[config.mk]
export PLATFORM = sky130hd
export DESIGN_NAME = adc_conv_sequencer
export DESIGN_NICKNAME = d
export VERILOG_FILES = /design/src/rtl/adc_seq_pkg.sv /design/src/rtl/adc_seq_sync2.sv /design/src/rtl/adc_conv_sequencer.sv
export SDC_FILE = /design/constraint.sdc
export NUM_CORES = 1
export LEC_CHECK = 0
export BUFFER_PORTS_ARGS = -buffer_cell sky130_fd_sc_hd__buf_2
export CORE_ASPECT_RATIO = 0.6
export CORE_MARGIN = 10
export CORE_UTILIZATION = 30
export DETAILED_ROUTE_END_ITERATION = 12
export GPL_ROUTABILITY_DRIVEN = 0
export MAX_ROUTING_LAYER = met4
export PLACE_DENSITY = 0.52
export SYNTH_ARGS = -nofsm -noshare
export SYNTH_HDL_FRONTEND = slang
export SYNTH_HIERARCHICAL = 1
export SYNTH_SLANG_ARGS = --single-unit
[constraint.sdc]
create_clock -name clk -period 2.1 [get_ports clk]
set_input_delay 0 -clock clk [delete_from_list [all_inputs] [get_ports clk]]
set_output_delay 0 -clock clk [all_outputs]
set_load 0.1 [all_outputs]
[src/rtl/adc_seq_pkg.sv]
// Shared types and constants for the ADC conversion sequencer.
// Holds the FSM state encoding, the START phase length and the watchdog limit.
package adc_seq_pkg;

    typedef enum logic [2:0] {
        ST_IDLE,
        ST_SAMPLE,
        ST_START,
        ST_CONVERT,
        ST_DONE
    } adc_seq_state_e;

    localparam logic [1:0]  START_LEN  = 2'd2;
    localparam logic [15:0] WDOG_LIMIT = 16'hFFFF;

endpackage

[src/rtl/adc_seq_sync2.sv]
// Two-flop synchronizer for a single asynchronous level into clk.
// Latency 2 cycles; no backpressure.
module adc_seq_sync2 (
    input  logic clk,
    input  logic rst_n,
    input  logic d_in,
    output logic q_out
);

    logic meta_q;
    logic sync_q;

    always_ff @(posedge clk or negedge rst_n) begin
        if (!rst_n) begin
            meta_q <= 1'b0;
            sync_q <= 1'b0;
        end else begin
            meta_q <= d_in;
            sync_q <= meta_q;
        end
    end

    assign q_out = sync_q;

endmodule

[src/rtl/adc_conv_sequencer.sv]
// SAR ADC conversion sequencer: sample phase, 2-cycle start pulse, wait for done, hold result until accepted.
// Optional CONVERT watchdog and timeout_out port are built only with ADC_SEQ_TIMEOUT_EN defined.
module adc_conv_sequencer
    import adc_seq_pkg::*;
#(
    parameter int RESULT_W = 12,
    parameter int SMPL_W   = 8
) (
    input  logic                clk,
    input  logic                rst_n,
    input  logic                conv_req_in,
    input  logic                continuous_in,
    input  logic [SMPL_W-1:0]   sample_len_in,
    input  logic                conv_done_in,
    input  logic [RESULT_W-1:0] result_in,
    output logic                ena_out,
    output logic                start_conv_out,
    output logic                sample_p_out,
    output logic                sample_n_out,
    output logic                nsample_p_out,
    output logic                nsample_n_out,
    output logic [RESULT_W-1:0] result_out,
    output logic                result_valid_out,
    input  logic                result_ready_in,
    output logic                busy_out
`ifdef ADC_SEQ_TIMEOUT_EN
    ,
    output logic                timeout_out
`endif
);

    localparam logic [SMPL_W-1:0] CNT_ONE = SMPL_W'(1);

    adc_seq_state_e      state_q, state_d;
    logic [SMPL_W-1:0]   cnt_q, cnt_d;
    logic [1:0]          start_cnt_q, start_cnt_d;
    logic [RESULT_W-1:0] result_q, result_d;
    logic                done_sync;
    logic                done_prev_q;
    logic                done_rise;
    logic [SMPL_W-1:0]   smpl_load;
`ifdef ADC_SEQ_TIMEOUT_EN
    logic [15:0]         wdog_q, wdog_d;
    logic                timeout_q, timeout_d;
`endif

    adc_seq_sync2 u_done_sync (
        .clk   (clk),
        .rst_n (rst_n),
        .d_in  (conv_done_in),
        .q_out (done_sync)
    );

    // A zero-length sample request still gets one sampling cycle.
    assign smpl_load = (sample_len_in == '0) ? CNT_ONE : sample_len_in;
    assign done_rise = done_sync & ~done_prev_q;

    always_ff @(posedge clk or negedge rst_n) begin
        if (!rst_n) begin
            state_q     <= ST_IDLE;
            cnt_q       <= '0;
            start_cnt_q <= '0;
            result_q    <= '0;
            done_prev_q <= 1'b0;
`ifdef ADC_SEQ_TIMEOUT_EN
            wdog_q      <= '0;
            timeout_q   <= 1'b0;
`endif
        end else begin
            state_q     <= state_d;
            cnt_q       <= cnt_d;
            start_cnt_q <= start_cnt_d;
            result_q    <= result_d;
            done_prev_q <= done_sync;
`ifdef ADC_SEQ_TIMEOUT_EN
            wdog_q      <= wdog_d;
            timeout_q   <= timeout_d;
`endif
        end
    end

    always_comb begin
        state_d     = state_q;
        cnt_d       = cnt_q;
        start_cnt_d = start_cnt_q;
        result_d    = result_q;
`ifdef ADC_SEQ_TIMEOUT_EN
        wdog_d      = '0;
        timeout_d   = timeout_q;
`endif
        case (state_q)
            ST_IDLE: begin
                if (conv_req_in) begin
                    state_d = ST_SAMPLE;
                    cnt_d   = smpl_load;
                end
            end
            ST_SAMPLE: begin
                cnt_d = cnt_q - CNT_ONE;
                if (cnt_q <= CNT_ONE) begin
                    state_d     = ST_START;
                    start_cnt_d = START_LEN;
                end
            end
            ST_START: begin
                start_cnt_d = start_cnt_q - 2'd1;
                if (start_cnt_q <= 2'd1) begin
                    state_d = ST_CONVERT;
                end
            end
            ST_CONVERT: begin
                if (done_rise) begin
                    state_d  = ST_DONE;
                    result_d = result_in;
`ifdef ADC_SEQ_TIMEOUT_EN
                    timeout_d = 1'b0;
                end else if (wdog_q == WDOG_LIMIT - 16'd1) begin
                    state_d   = ST_DONE;
                    result_d  = '1;
                    timeout_d = 1'b1;
                end else begin
                    wdog_d = wdog_q + 16'd1;
`endif
                end
            end
            ST_DONE: begin
                if (result_ready_in) begin
`ifdef ADC_SEQ_TIMEOUT_EN
                    timeout_d = 1'b0;
`endif
                    if (continuous_in) begin
                        state_d = ST_SAMPLE;
                        cnt_d   = smpl_load;
                    end else begin
                        state_d = ST_IDLE;
                    end
                end
            end
            default: begin
                state_d = ST_IDLE;
            end
        endcase
    end

    // Outputs decode straight from the state register so an async reset drops them at once.
    assign sample_p_out     = (state_q == ST_SAMPLE);
    assign sample_n_out     = (state_q == ST_SAMPLE);
    assign nsample_p_out    = (state_q != ST_SAMPLE);
    assign nsample_n_out    = (state_q != ST_SAMPLE);
    assign start_conv_out   = (state_q == ST_START);
    assign ena_out          = (state_q == ST_START) || (state_q == ST_CONVERT);
    assign result_valid_out = (state_q == ST_DONE);
    assign busy_out         = (state_q != ST_IDLE);
    assign result_out       = result_q;
`ifdef ADC_SEQ_TIMEOUT_EN
    assign timeout_out      = timeout_q;
`endif

endmodule

==> results.tsv <==
metric	value	unit
clock-skew-final	3.81	ps
grt_max_degree	29	
cp_max_fo	15	
synth_area_leaders	dfrtp_1, mux2_1, a21oi_1	
fin_crit_sh	90.2	%
clk_pin_slew	90	ps
ys_seq_area_share	51.4	%
slowest_delay	500	ps
fin_crit	1890	ps
startpoint_type	flop	
ir_worst_vdd	765	µV
crit_path_end_kind	output port	
cts_tree	done	
h-tree-depth	1	
synth-compound-area-share	16.1	%
port_buffers	45	
syn_avg_cell_area	10.8	µm²
hold_slack	53.5	ps
numCtsBuffers	3	
yosysTopAreaCell	dfrtp_1	
synth_cell_types	38	
worstSetupPathType	reg -> out	
slew_headroom	58.1	%
cts_hold_buf	17	
syn_nets	155	
grt_overflow	0	
arrival	1890	ps
power.density	1680	nW/µm²
syn_area	1360	µm²
synth_top_family_by_area	compound AO/OA/AOI/OAI gates	
final_antenna_net_count	0	
grtUsageTotal	9.89	%
status	finished, final reports clean	
slew_violations	0	
synth-xor-area-share	0	%
die_area	7730	µm²
first_global_vias	1249	
nets	218	
fmax	528	MHz
yosys_warnings	6	
regToRegStartpoint	cnt_q[4]$_DFFE_PN0P_	
grt_first_pass_wirelength	6110	µm
routedWlPerCell	15.0	µm
dp.cells	227	
setup_viol	0	
r2r_cells	4	
r2r_slack	270	ps
area_delta_synth_final	37.6	%
cp_top_family	buffers and inverters	
cts-root-buf	clkbuf_8	
synth-simple-area-share	13.8	%
core	4230	µm²
post_cts_resized	0	
hold_viol	0	
vias	1200	
first_iter_violations	38	
max-clock-path-buffers	2	
antenna_found_initial	1	
synthMuxAreaShare	11.0	%
cp.buffers_inverters	2	
whs_endpoint	cnt_q[4]$_DFFE_PN0P_	
vias_per_cell	4.82	
cp_cell_sequence	or3b_1, inv_2, buf_2	
clock_latency	270	ps
postCtsSetupBuffers	0	
worstHoldPathType	in -> reg	
required	2100	ps
ioPinCount	46	
reg2reg_to	start_cnt_q[0]$_DFFE_PN0P_	
clock-sinks	28	
ys_ff_latch	28	
drc	0	
cp_slowest_cell	dfrtp_1	
p_total	3.14	mW
power_leakage	0.934	nW
syn_inst	126	
finalWirelength	3740	µm
fp-row-count	18	
die_h	72.2	µm
finalSetupTns	0	ps
drt_first_pass_iters	4	
postLayoutCellArea	1880	µm²
place_hpwl	2830	µm
synthAdderAreaFrac	2.75	%
hold_path_depth	3	
worstHoldStart	sample_len_in[4]	
worst_slew_pin_slew	629	ps
rsz0062_at_grt	false	
yosysTopAreaCellShare	51.4	%
drive_gt1_share	31.4	%
drv_cap	0	
fp.dieW	107	µm
placed_area	1650	µm²
stdcell_count	249	
start_util	32.2	%
[area by class of cell]
class | count | area [µm²]
inverter | 8 | 30.0
timing repair buffer | 65 | 418
sequential | 28 | 701
tap | 60 | 75.1
clock buffer | 4 | 55.1
antenna | 1 | 2.50
multi-input combinational | 83 | 594
fill | 434 | 2360
[layer usage]
| layer | GRT usage [%] | vias to the layer above | routed length (µm) | part of all wire (%) |
|---|---|---|---|---|
| met1 | 11.1 | 587 | 1650 | 44 |
| met4 | 3.89 | 0 | 27 | 0.72 |
| met5 | - | - | 0 | 0 |
| met2 | 16.8 | 30 | 1940 | 52 |
| li1 | - | 581 | - | - |
| met3 | 2.38 | 2 | 125 | 3.3 |
[through the flow]
| step | utilization, % | setup slack, ps |
|---|---|---|
| 3_5_place_dp | 38.9 | 291 |
| 6_report | 44.3 | 206 |
| 4_1_cts | 44.2 | 200 |
| 5_1_grt | 44.3 | 104 |
| 3_3_place_gp | 38.9 | 332 |
| 2_1_floorplan | - | 53.2 |
[worst min-delay path, cell delays in order]
cell,delay (ps)
buf_2,90
a2bb2oi_1,60
o21ai_1,130
[registers in the layout (all words and copies together), names as in the netlist]
name                cells
state_q                 3
u_done_sync/q_out       1
result_out             12
cnt_q                   8
start_cnt_q             2
u_done_sync/meta_q      1
done_prev_q             1
[cells by family (layout without fill, tap and decap cells)]
family / Yosys count / in the layout
compound gates: 35 / 35
fa+ha+maj: 3 / 3
buf+inv: 15 / 77
flops: 28 / 28
mux: 13 / 13
other cells: 0 / 1
simple gates: 32 / 32
[cell usage in the layout, fill, tap and decap left out, types with 2 or more instances in the layout]
master	count
o22ai_1	3
mux2_1	10
clkbuf_8	4
ha_1	3
mux2_2	2
a22oi_1	2
nand2_1	7
buf_4	3
o211ai_1	2
inv_1	7
nand3b_1	2
o21ai_1	4
or3_1	3
buf_2	45
nand3_1	2
nor3_1	3
nor2_1	7
a21oi_1	10
dfrtp_1	28
o21ai_0	5
dlygate4sd3_1	17
a2bb2oi_1	2
[how the worst max path moves through the flow]
stage                      startpoint                          to  slack [ps]  cells after the start
6_report       state_q[0]$_DFFE_PN0P_                sample_p_out         210                      3
5_1_grt        state_q[0]$_DFFE_PN0P_                sample_p_out         100                      3
4_1_cts        state_q[1]$_DFFE_PN0P_                sample_p_out         200                      3
3_5_place_dp     cnt_q[4]$_DFFE_PN0P_  start_cnt_q[0]$_DFFE_PN0P_         290                      4
3_3_place_gp     cnt_q[4]$_DFFE_PN0P_  start_cnt_q[0]$_DFFE_PN0P_         330                      4
2_1_floorplan  state_q[1]$_DFFE_PN0P_        cnt_q[7]$_DFFE_PN0P_          50                      7
[cell usage after synthesis]
master     instances
a22oi_1            2
nand2_1            7
clkbuf_1           2
inv_2              1
o32ai_1            1
nand3_1            2
mux2_1            10
buf_4              2
nor3_1             3
buf_2              3
o21ai_0            5
nor2_1             7
o21bai_1           1
o211ai_1           2
a21oi_1           10
nor3b_1            1
or3b_1             1
a32oi_1            1
nor2_2             1
ha_1               3
o21a_1             1
o221ai_1           1
o22ai_1            3
or3_1              3
dfrtp_1           28
or4_4              1
mux2_4             1
o2bb2ai_1          1
nor4_1             1
nor4_4             1
a2bb2oi_1          2
nand4b_1           1
inv_1              7
mux2_2             2
a21o_1             1
nand3b_1           2
nand2b_1           1
o21ai_1            4
[report_power, final]
group          switching (mW)  leakage, nW  internal, mW  total [mW]
sequential              0.167        0.355         0.736       0.903
clock                   0.159       0.0288         0.168       0.326
combinational            1.47        0.550         0.447        1.91
(Power assumes the default switching activity.)
